**config.mk**
```make
export PLATFORM = sky130hd
export DESIGN_NAME = wb_stage
export DESIGN_NICKNAME = d
export VERILOG_FILES = /design/src/rtl/wb_stage.sv
export SDC_FILE = /design/constraint.sdc
export NUM_CORES = 1
export LEC_CHECK = 0
export ABC_AREA = 1
export CORE_AREA = 2 2 130 132
export DETAILED_ROUTE_END_ITERATION = 6
export DIE_AREA = 0 0 132 134
export GPL_TIMING_DRIVEN = 1
export HOLD_SLACK_MARGIN = 0.02
export MAX_ROUTING_LAYER = met4
export PLACE_DENSITY = 0.9
export SLEW_MARGIN = 10
export SYNTH_ARGS = -nofsm -noshare
export SYNTH_HDL_FRONTEND = slang
export SYNTH_SLANG_ARGS = --single-unit
```
**constraint.sdc**
```tcl
create_clock -name clk -period 2.1 [get_ports clk]
set_clock_uncertainty 0.15 [all_clocks]
set_input_delay 0.42 -clock clk [delete_from_list [all_inputs] [get_ports clk]]
set_output_delay 0.42 -clock clk [all_outputs]
set_load 0.1 [all_outputs]
```
**src/rtl/wb_stage.sv**
```systemverilog
// -----------------------------------------------------------------------------
// wb_stage
//
// Write-back stage sitting between the data-memory stage and the register
// file. Accepts one retiring instruction per handshake, waits for load data
// when the instruction is a load, aligns and sign/zero-extends that data,
// selects the write-back source and drives the register-file write port from
// registered outputs. The same registered values serve as the forwarding
// source for earlier pipeline stages.
//
// Optional feature macro: WB_RETIRE_CNT_EN
//   defined   -> retire_cnt port and counter present
//   undefined -> port and counter absent, all other behaviour identical
//
// Ports:
//   clk            clock, all state updates on the rising edge
//   rst            asynchronous active-low reset (0 = reset)
//   m_valid        upstream holds a valid instruction
//   wb_ready       stage can accept (high only in IDLE)
//   flush          kill the pending instruction
//   m_reg_write    instruction writes rd
//   m_rd           destination register
//   m_wb_sel       source select: 0 ALU, 1 MEM, 2 PC+4, 3 IMM
//   m_funct3       load size/sign
//   m_addr_lo      low two bits of the load address
//   m_alu_result   ALU result
//   m_pc_plus4     PC+4
//   m_imm          immediate (lui)
//   dmem_rvalid    load data valid this cycle
//   dmem_rdata     raw memory word
//   Write          register-file write enable, one-cycle pulse per retire
//   WriteReg       register-file write address
//   WriteData      register-file write data
//   retire_cnt     retired-instruction count (WB_RETIRE_CNT_EN only)
// -----------------------------------------------------------------------------
module wb_stage #(
   parameter int XLEN     = 32,
   parameter int RETIRE_W = 32
) (
   input  logic                clk,
   input  logic                rst,
   input  logic                m_valid,
   output logic                wb_ready,
   input  logic                flush,
   input  logic                m_reg_write,
   input  logic [4:0]          m_rd,
   input  logic [1:0]          m_wb_sel,
   input  logic [2:0]          m_funct3,
   input  logic [1:0]          m_addr_lo,
   input  logic [XLEN-1:0]     m_alu_result,
   input  logic [XLEN-1:0]     m_pc_plus4,
   input  logic [XLEN-1:0]     m_imm,
   input  logic                dmem_rvalid,
   input  logic [31:0]         dmem_rdata,
   output logic                Write,
   output logic [4:0]          WriteReg,
   output logic [XLEN-1:0]     WriteData
`ifdef WB_RETIRE_CNT_EN
   ,
   output logic [RETIRE_W-1:0] retire_cnt
`endif
);

   // state    | meaning
   // ---------+--------------------------------------------------------------
   // IDLE     | ready for a new instruction; non-loads retire on acceptance
   // WAIT_MEM | load accepted, waiting for dmem_rvalid (or flush)
   localparam logic [0:0] ST_IDLE     = 1'b0;
   localparam logic [0:0] ST_WAIT_MEM = 1'b1;

   localparam logic [1:0] SEL_ALU = 2'd0;
   localparam logic [1:0] SEL_MEM = 2'd1;
   localparam logic [1:0] SEL_PC4 = 2'd2;
   localparam logic [1:0] SEL_IMM = 2'd3;

   localparam logic [2:0] F3_LB  = 3'b000;
   localparam logic [2:0] F3_LH  = 3'b001;
   localparam logic [2:0] F3_LBU = 3'b100;
   localparam logic [2:0] F3_LHU = 3'b101;

   logic [0:0]      state_q,      state_d;
   logic            reg_write_q,  reg_write_d;
   logic [4:0]      rd_q,         rd_d;
   logic [1:0]      wb_sel_q,     wb_sel_d;
   logic [2:0]      funct3_q,     funct3_d;
   logic [1:0]      addr_lo_q,    addr_lo_d;
   logic [XLEN-1:0] alu_q,        alu_d;
   logic [XLEN-1:0] pc4_q,        pc4_d;
   logic [XLEN-1:0] imm_q,        imm_d;
   logic            write_q,      write_d;
   logic [4:0]      write_reg_q,  write_reg_d;
   logic [XLEN-1:0] write_data_q, write_data_d;

   logic            retire;
   logic [XLEN-1:0] load_data;

   // Little-endian extraction. addr_lo[0] is deliberately ignored for
   // halfwords: misaligned halfword loads are not trapped here.
   function automatic logic [XLEN-1:0] align_load(input logic [2:0]  f3,
                                                  input logic [1:0]  alo,
                                                  input logic [31:0] word);
      logic [7:0]      byte_v;
      logic [15:0]     half_v;
      logic [XLEN-1:0] res;
      case (alo)
         2'd0:    byte_v = word[7:0];
         2'd1:    byte_v = word[15:8];
         2'd2:    byte_v = word[23:16];
         default: byte_v = word[31:24];
      endcase
      half_v = alo[1] ? word[31:16] : word[15:0];
      case (f3)
         F3_LB:   res = XLEN'($signed(byte_v));
         F3_LBU:  res = XLEN'(byte_v);
         F3_LH:   res = XLEN'($signed(half_v));
         F3_LHU:  res = XLEN'(half_v);
         default: res = XLEN'($signed(word));
      endcase
      return res;
   endfunction

   function automatic logic [XLEN-1:0] wb_mux(input logic [1:0]      sel,
                                              input logic [XLEN-1:0] alu,
                                              input logic [XLEN-1:0] mem,
                                              input logic [XLEN-1:0] pc4,
                                              input logic [XLEN-1:0] imm);
      logic [XLEN-1:0] res;
      case (sel)
         SEL_ALU: res = alu;
         SEL_MEM: res = mem;
         SEL_PC4: res = pc4;
         default: res = imm;
      endcase
      return res;
   endfunction

   // Load data always comes from the captured size/offset: loads never
   // retire in the same cycle they are accepted.
   assign load_data = align_load(funct3_q, addr_lo_q, dmem_rdata);
   assign wb_ready  = (state_q == ST_IDLE);

   always_comb begin
      state_d      = state_q;
      reg_write_d  = reg_write_q;
      rd_d         = rd_q;
      wb_sel_d     = wb_sel_q;
      funct3_d     = funct3_q;
      addr_lo_d    = addr_lo_q;
      alu_d        = alu_q;
      pc4_d        = pc4_q;
      imm_d        = imm_q;
      write_d      = 1'b0;
      write_reg_d  = write_reg_q;
      write_data_d = write_data_q;
      retire       = 1'b0;

      case (state_q)
         ST_IDLE: begin
            if (m_valid && wb_ready && !flush) begin
               reg_write_d = m_reg_write;
               rd_d        = m_rd;
               wb_sel_d    = m_wb_sel;
               funct3_d    = m_funct3;
               addr_lo_d   = m_addr_lo;
               alu_d       = m_alu_result;
               pc4_d       = m_pc_plus4;
               imm_d       = m_imm;
               if (m_wb_sel == SEL_MEM) begin
                  state_d = ST_WAIT_MEM;
               end else begin
                  // Retire straight from the inputs so the result is on
                  // the write port in the very next cycle.
                  retire  = 1'b1;
                  write_d = m_reg_write && (m_rd != 5'd0);
                  if (write_d) begin
                     write_reg_d  = m_rd;
                     write_data_d = wb_mux(m_wb_sel, m_alu_result, load_data,
                                           m_pc_plus4, m_imm);
                  end
               end
            end
         end
         ST_WAIT_MEM: begin
            // Flush wins over a coincident rvalid; that data is dropped.
            if (flush) begin
               state_d = ST_IDLE;
            end else if (dmem_rvalid) begin
               state_d = ST_IDLE;
               retire  = 1'b1;
               write_d = reg_write_q && (rd_q != 5'd0);
               if (write_d) begin
                  write_reg_d  = rd_q;
                  write_data_d = wb_mux(wb_sel_q, alu_q, load_data, pc4_q, imm_q);
               end
            end
         end
         default: begin
            state_d = ST_IDLE;
         end
      endcase
   end

   always_ff @(posedge clk or negedge rst) begin
      if (!rst) begin
         state_q      <= ST_IDLE;
         reg_write_q  <= 1'b0;
         rd_q         <= 5'd0;
         wb_sel_q     <= 2'd0;
         funct3_q     <= 3'd0;
         addr_lo_q    <= 2'd0;
         alu_q        <= '0;
         pc4_q        <= '0;
         imm_q        <= '0;
         write_q      <= 1'b0;
         write_reg_q  <= 5'd0;
         write_data_q <= '0;
      end else begin
         state_q      <= state_d;
         reg_write_q  <= reg_write_d;
         rd_q         <= rd_d;
         wb_sel_q     <= wb_sel_d;
         funct3_q     <= funct3_d;
         addr_lo_q    <= addr_lo_d;
         alu_q        <= alu_d;
         pc4_q        <= pc4_d;
         imm_q        <= imm_d;
         write_q      <= write_d;
         write_reg_q  <= write_reg_d;
         write_data_q <= write_data_d;
      end
   end

   assign Write     = write_q;
   assign WriteReg  = write_reg_q;
   assign WriteData = write_data_q;

`ifdef WB_RETIRE_CNT_EN
   // Counts every retire, including those suppressed by rd==0 or
   // reg_write==0. Wraps naturally at all-ones.
   logic [RETIRE_W-1:0] retire_cnt_q, retire_cnt_d;

   always_comb begin
      retire_cnt_d = retire_cnt_q;
      if (retire) begin
         retire_cnt_d = retire_cnt_q + RETIRE_W'(1);
      end
   end

   always_ff @(posedge clk or negedge rst) begin
      if (!rst) begin
         retire_cnt_q <= '0;
      end else begin
         retire_cnt_q <= retire_cnt_d;
      end
   end

   assign retire_cnt = retire_cnt_q;
`endif

endmodule

```
# == Word level (Yosys, flattened, before mapping) ==
# Cells that the tools add are included.
# W data, S select, Z words.
# word_totals
ff_bits,148
inputBits,146
output_inout_bits,39
# classes
n_eq_ne,15
bitwise_logic,1
n_reduce_logical,13
mux,29
# op_table
op,count
$mux W32,6
$pmux W32 S2,2
$pmux W32 S4,1
$pmux W32 S3,1
$mux W5,6
$pmux W8 S3,1
$mux W16,1
$pmux W5 S2,1
$reduce_bool A5 Y1,2
$mux W1,8
$eq A2 B1 Y1 const B,3
$eq A2 B2 Y1 const B,3
$eq A3 B3 Y1 const B,2
$logic_not A2 Y1,3
$ne A2 B1 Y1 const B,3
$ne A2 B2 Y1 const B,3
$reduce_and A6 Y1,1
$logic_and A1 B1 Y1,4
$pmux W1 S2,2
$eq A3 B1 Y1 const B,1
$logic_not A3 Y1,1
$reduce_and A2 Y1,1
$logic_not A1 Y1,1
$not A1 Y1,1

# == Logic depth before layout (Yosys ltp) ==
# logic_depth
word_depth,8
depth_mapped,13
ltp_nobuf,11

# == Worst setup path after synthesis ==
# OpenSTA, ideal clock, no wires.
# synth_timing
path_type,register to register
start,register state_q
end,register write_data_q[0] (netlist: WriteData[0])
slack_ns,-0.105
setup_time_ns,0.078
n_path_buf,2
arrival_time_ns,1.977
path_stages_with_launch,6
cell_sequence,dfrtp_1 buf_6 inv_2 clkbuf_1 a22oi_1 a21oi_1
# synth_between
elab_chain_cells,5
# synth_rtl
element,line,rtl
start: declaration,81,"logic [0:0] state_q, state_d;"
start signal: assignment,218,state_q <= state_d;
$not A1 Y1 (no source line) *,n/a,
via wb_ready,43,"output logic wb_ready,"
$logic_and A1 B1 Y1 (2 in a row),159,if (m_valid && wb_ready && !flush) begin
$ne A2 B1 Y1 (no source line),n/a,
$reduce_and A6 Y1 (no source line),n/a,
end signal: assignment,229,write_data_q <= write_data_d;
end: declaration,92,"logic [XLEN-1:0] write_data_q, write_data_d;"
# Mark *: on every way through the listed nets, which the timed path passes. The rest lies on a longest branch.
# A chain may end at the register's enable or synchronous reset.

# == Worst setup path after layout ==
# layout_timing
start,register state_q
end,output wb_ready
# layout_between
elab_chain_cells,1
# layout_rtl
element,line
$not A1 Y1 (no source line),n/a
end: declaration,43
# Every way passes these cells.

==> flow_metrics.tcl <==
set metrics [dict create \
    clk_pin_slew_worst_paths_ns 0.06 \
    top_post_synthesis_cells_by_count "400 x nand2_1, 148 x dfrtp_1, 146 x nor2_1" \
    status "finished clean" \
    initial_core_utilization 0.501 \
    route.met3.wl_um 2880 \
    rows 47 \
    clockBufferDepth 2 \
    grt_ovf 0 \
    chipHeight_um 134 \
    post_route_cells_drive_above_1_share 0.0983 \
    first_pass_grt_wire_length_um 43200 \
    cp_cell_sequence "inv_2 -> buf_16 -> buf_12" \
    clock-sinks 148 \
    buf_inv_stages_crit_path 3 \
    post-cts-setup-buffer-count 0 \
    setup_repair_after_global_routing_missed_its_margin "no" \
    synth_edf_count 0 \
    drt_drc_violations_left 0 \
    synth.area.top_cells "dfrtp_1 45%, nand2_1 18%, a21oi_1 7.1%, nor2_1 6.7%, o21ai_0 6.6%" \
    ys.warnings.count 0 \
    period_needed_ns 2.05 \
    cp_max_fo 35 \
    final-setup-viol-count 0 \
    wire_per_inst_um 16.9 \
    viasPerCell 5.48 \
    worstMarginPinSlew_ns 0.406 \
    slack_of_the_worst_reg_to_reg_path_ns 0.22 \
    tritoncts "built" \
    criticalPathCategory "reg -> out" \
    first_pass_iters 6 \
    timing.final.crit_share 0.974 \
    grt_antenna_before_repair 0 \
    timing.max_cap.violations 0 \
    global_route.usage.total 0.320 \
    routed-via-count 8791 \
    timing.hold.worst.class "in -> async" \
    highest-signal-layer "met4" \
    grt_pass1_vias 8655 \
    critical_path.max_stage_delay_ns 0.43 \
    clk-insertion-delay-late_ns 0.43 \
    first_iter_violations 943 \
    synth_area_per_cell_um2 6.87 \
    synth-main-ff-cell "dfrtp_1" \
    dp.final_hpwl_um 18900 \
    power_mw 11.2 \
    synthDominantAreaCellType "dfrtp_1" \
    drtAntennaViolNets 0 \
    clk_root_buffer_cell "clkbuf_16" \
    io-pin-count 185 \
    signed_area_change_from_the_synthesized_netlist_to_the_final_layout_pct 39.5 \
    static-leakage-power_nw 5.65 \
    antenna_fix_cells 0 \
    routedLengthMet1_um 10600 \
    portBuffers 184 \
    floorplan.core_area_um2 16300 \
    post_synth_instance_area_um2 8150 \
    crit_path_start_kind "flip-flop" \
    fin_util 0.698 \
    postSynthRegisterBits 148 \
    critical_path_arrival_ns 1.48 \
    maxSlewViolCount 0 \
    grt_max_degree 70 \
    final_design_area_no_fill_um2 11400 \
    final_hold_viol_count 0 \
    wl_met2_um 12600 \
    postPlaceCellArea_um2 10700 \
    cts_inserted_buffers 17 \
    ys_seq_area_frac 0.454 \
    peakVddDrop_mv 0.808 \
    final_nets 1517 \
    max_freq_mhz 489 \
    post_synth_num_cell_types 26 \
    h-tree-depth 4 \
    yosysMostFrequentCell "nand2_1" \
    critPathSlowestCell "dfrtp_1" \
    cp_data_required_time_ns 1.53 \
    synth_cells 1187 \
    share_of_async_settable_or_async_resettable_flops_after_synthesis 1.00 \
    place_congestion 1.03 \
    critical-path-top-delay-family "buffers and inverters" \
    max-slew-margin-rel 0.726 \
    netlist.area_leader.share 0.454 \
    postSynthNetCount 1333 \
    die-width_um 132 \
    power_per_cell_area_nw_per_um2 987 \
    floorplan.die_area_um2 17700 \
    total_length_of_routed_wires_um 27100 \
    critical_path.endpoint_type "primary output" \
]
## layer usage
layer,up-vias,global-route usage
met3,80,0.0699
met2,585,0.488
met5,-,-
li1,4091,-
met4,0,0.161
met1,4035,0.403
## stage by stage
step	setup TNS, ns	instances	hold WS (ns)	worst slack, ns
global route	0	1603	0.334	0.0265
global placement	-0.0673	1570	0.187	-0.00535
detailed placement	-2.24	1570	0.183	-0.0955
finish	0	1603	0.301	0.0544
CTS	0	1602	0.311	0.0302
floorplan	0	1187	-0.0256	0.436
## worst paths after layout
kind                             start       endpoint  cells after the start
setup / recovery               state_q       wb_ready                      3
hold / removal                     rst       pc4_q[9]                      2
setup reg to reg           funct3_q[1]  WriteData[30]                     11
hold reg to reg              alu_q[11]      alu_q[11]                      2
max in group asynchronous          rst      imm_q[29]                      3
min in group clk             alu_q[11]      alu_q[11]                      2
## cell type report
class / count / area (µm²)
fillers: 1262 / 4910
multi-input cells: 835 / 3640
inverters: 135 / 507
well taps: 220 / 275
repair buffers: 234 / 2650
clock inverters: 9 / 126
flip-flops and latches: 148 / 3700
clock buffers: 22 / 474
## what timing repair did
item,4_1_cts,5_1_grt
endpoints found under the hold margin,31,0
endpoints found under the setup margin,0,5
hold buffers,1,0
resized for setup,0,2
## registers in the layout, indices dropped and copies added, names as in the netlist, 2 cells and up
signal / count
wb_sel_q: 2
addr_lo_q: 2
funct3_q: 3
imm_q: 32
rd_q: 5
pc4_q: 32
WriteData: 32
WriteReg: 5
alu_q: 32
## kinds of logic after synthesis
kind of cell           Yosys count  synth area share
AND/OR/NAND/NOR                570             0.272
AO/OA/AOI/OAI                  265             0.175
buffers and inverters          204            0.0996
flip-flops                     148             0.454
## where the power goes
part | switching [mW] | total (mW) | internal (mW)
Sequential | 0.384 | 3.74 | 3.36
Combinational | 2.82 | 4.33 | 1.51
Clock | 1.20 | 3.15 | 1.95
Total | 4.41 | 11.2 | 6.82
## layout by cell type, fill, tap and decap left out, drive strengths merged
master and count:
inv 136, a221oi 1, clkdlybuf4s50 144, o21ai 108, a21oi 116, nor2 147, clkinv 4, a31oi 5
o22ai 1, dlygate4sd3 1, a22oi 2, nand4 6, nor3 3, o211ai 31, clkinvlp 1, nand3 7
o32ai 1, nand2 407, dfrtp 148, bufinv 3, buf 88, clkbuf 23
(Power assumes the default switching activity.)
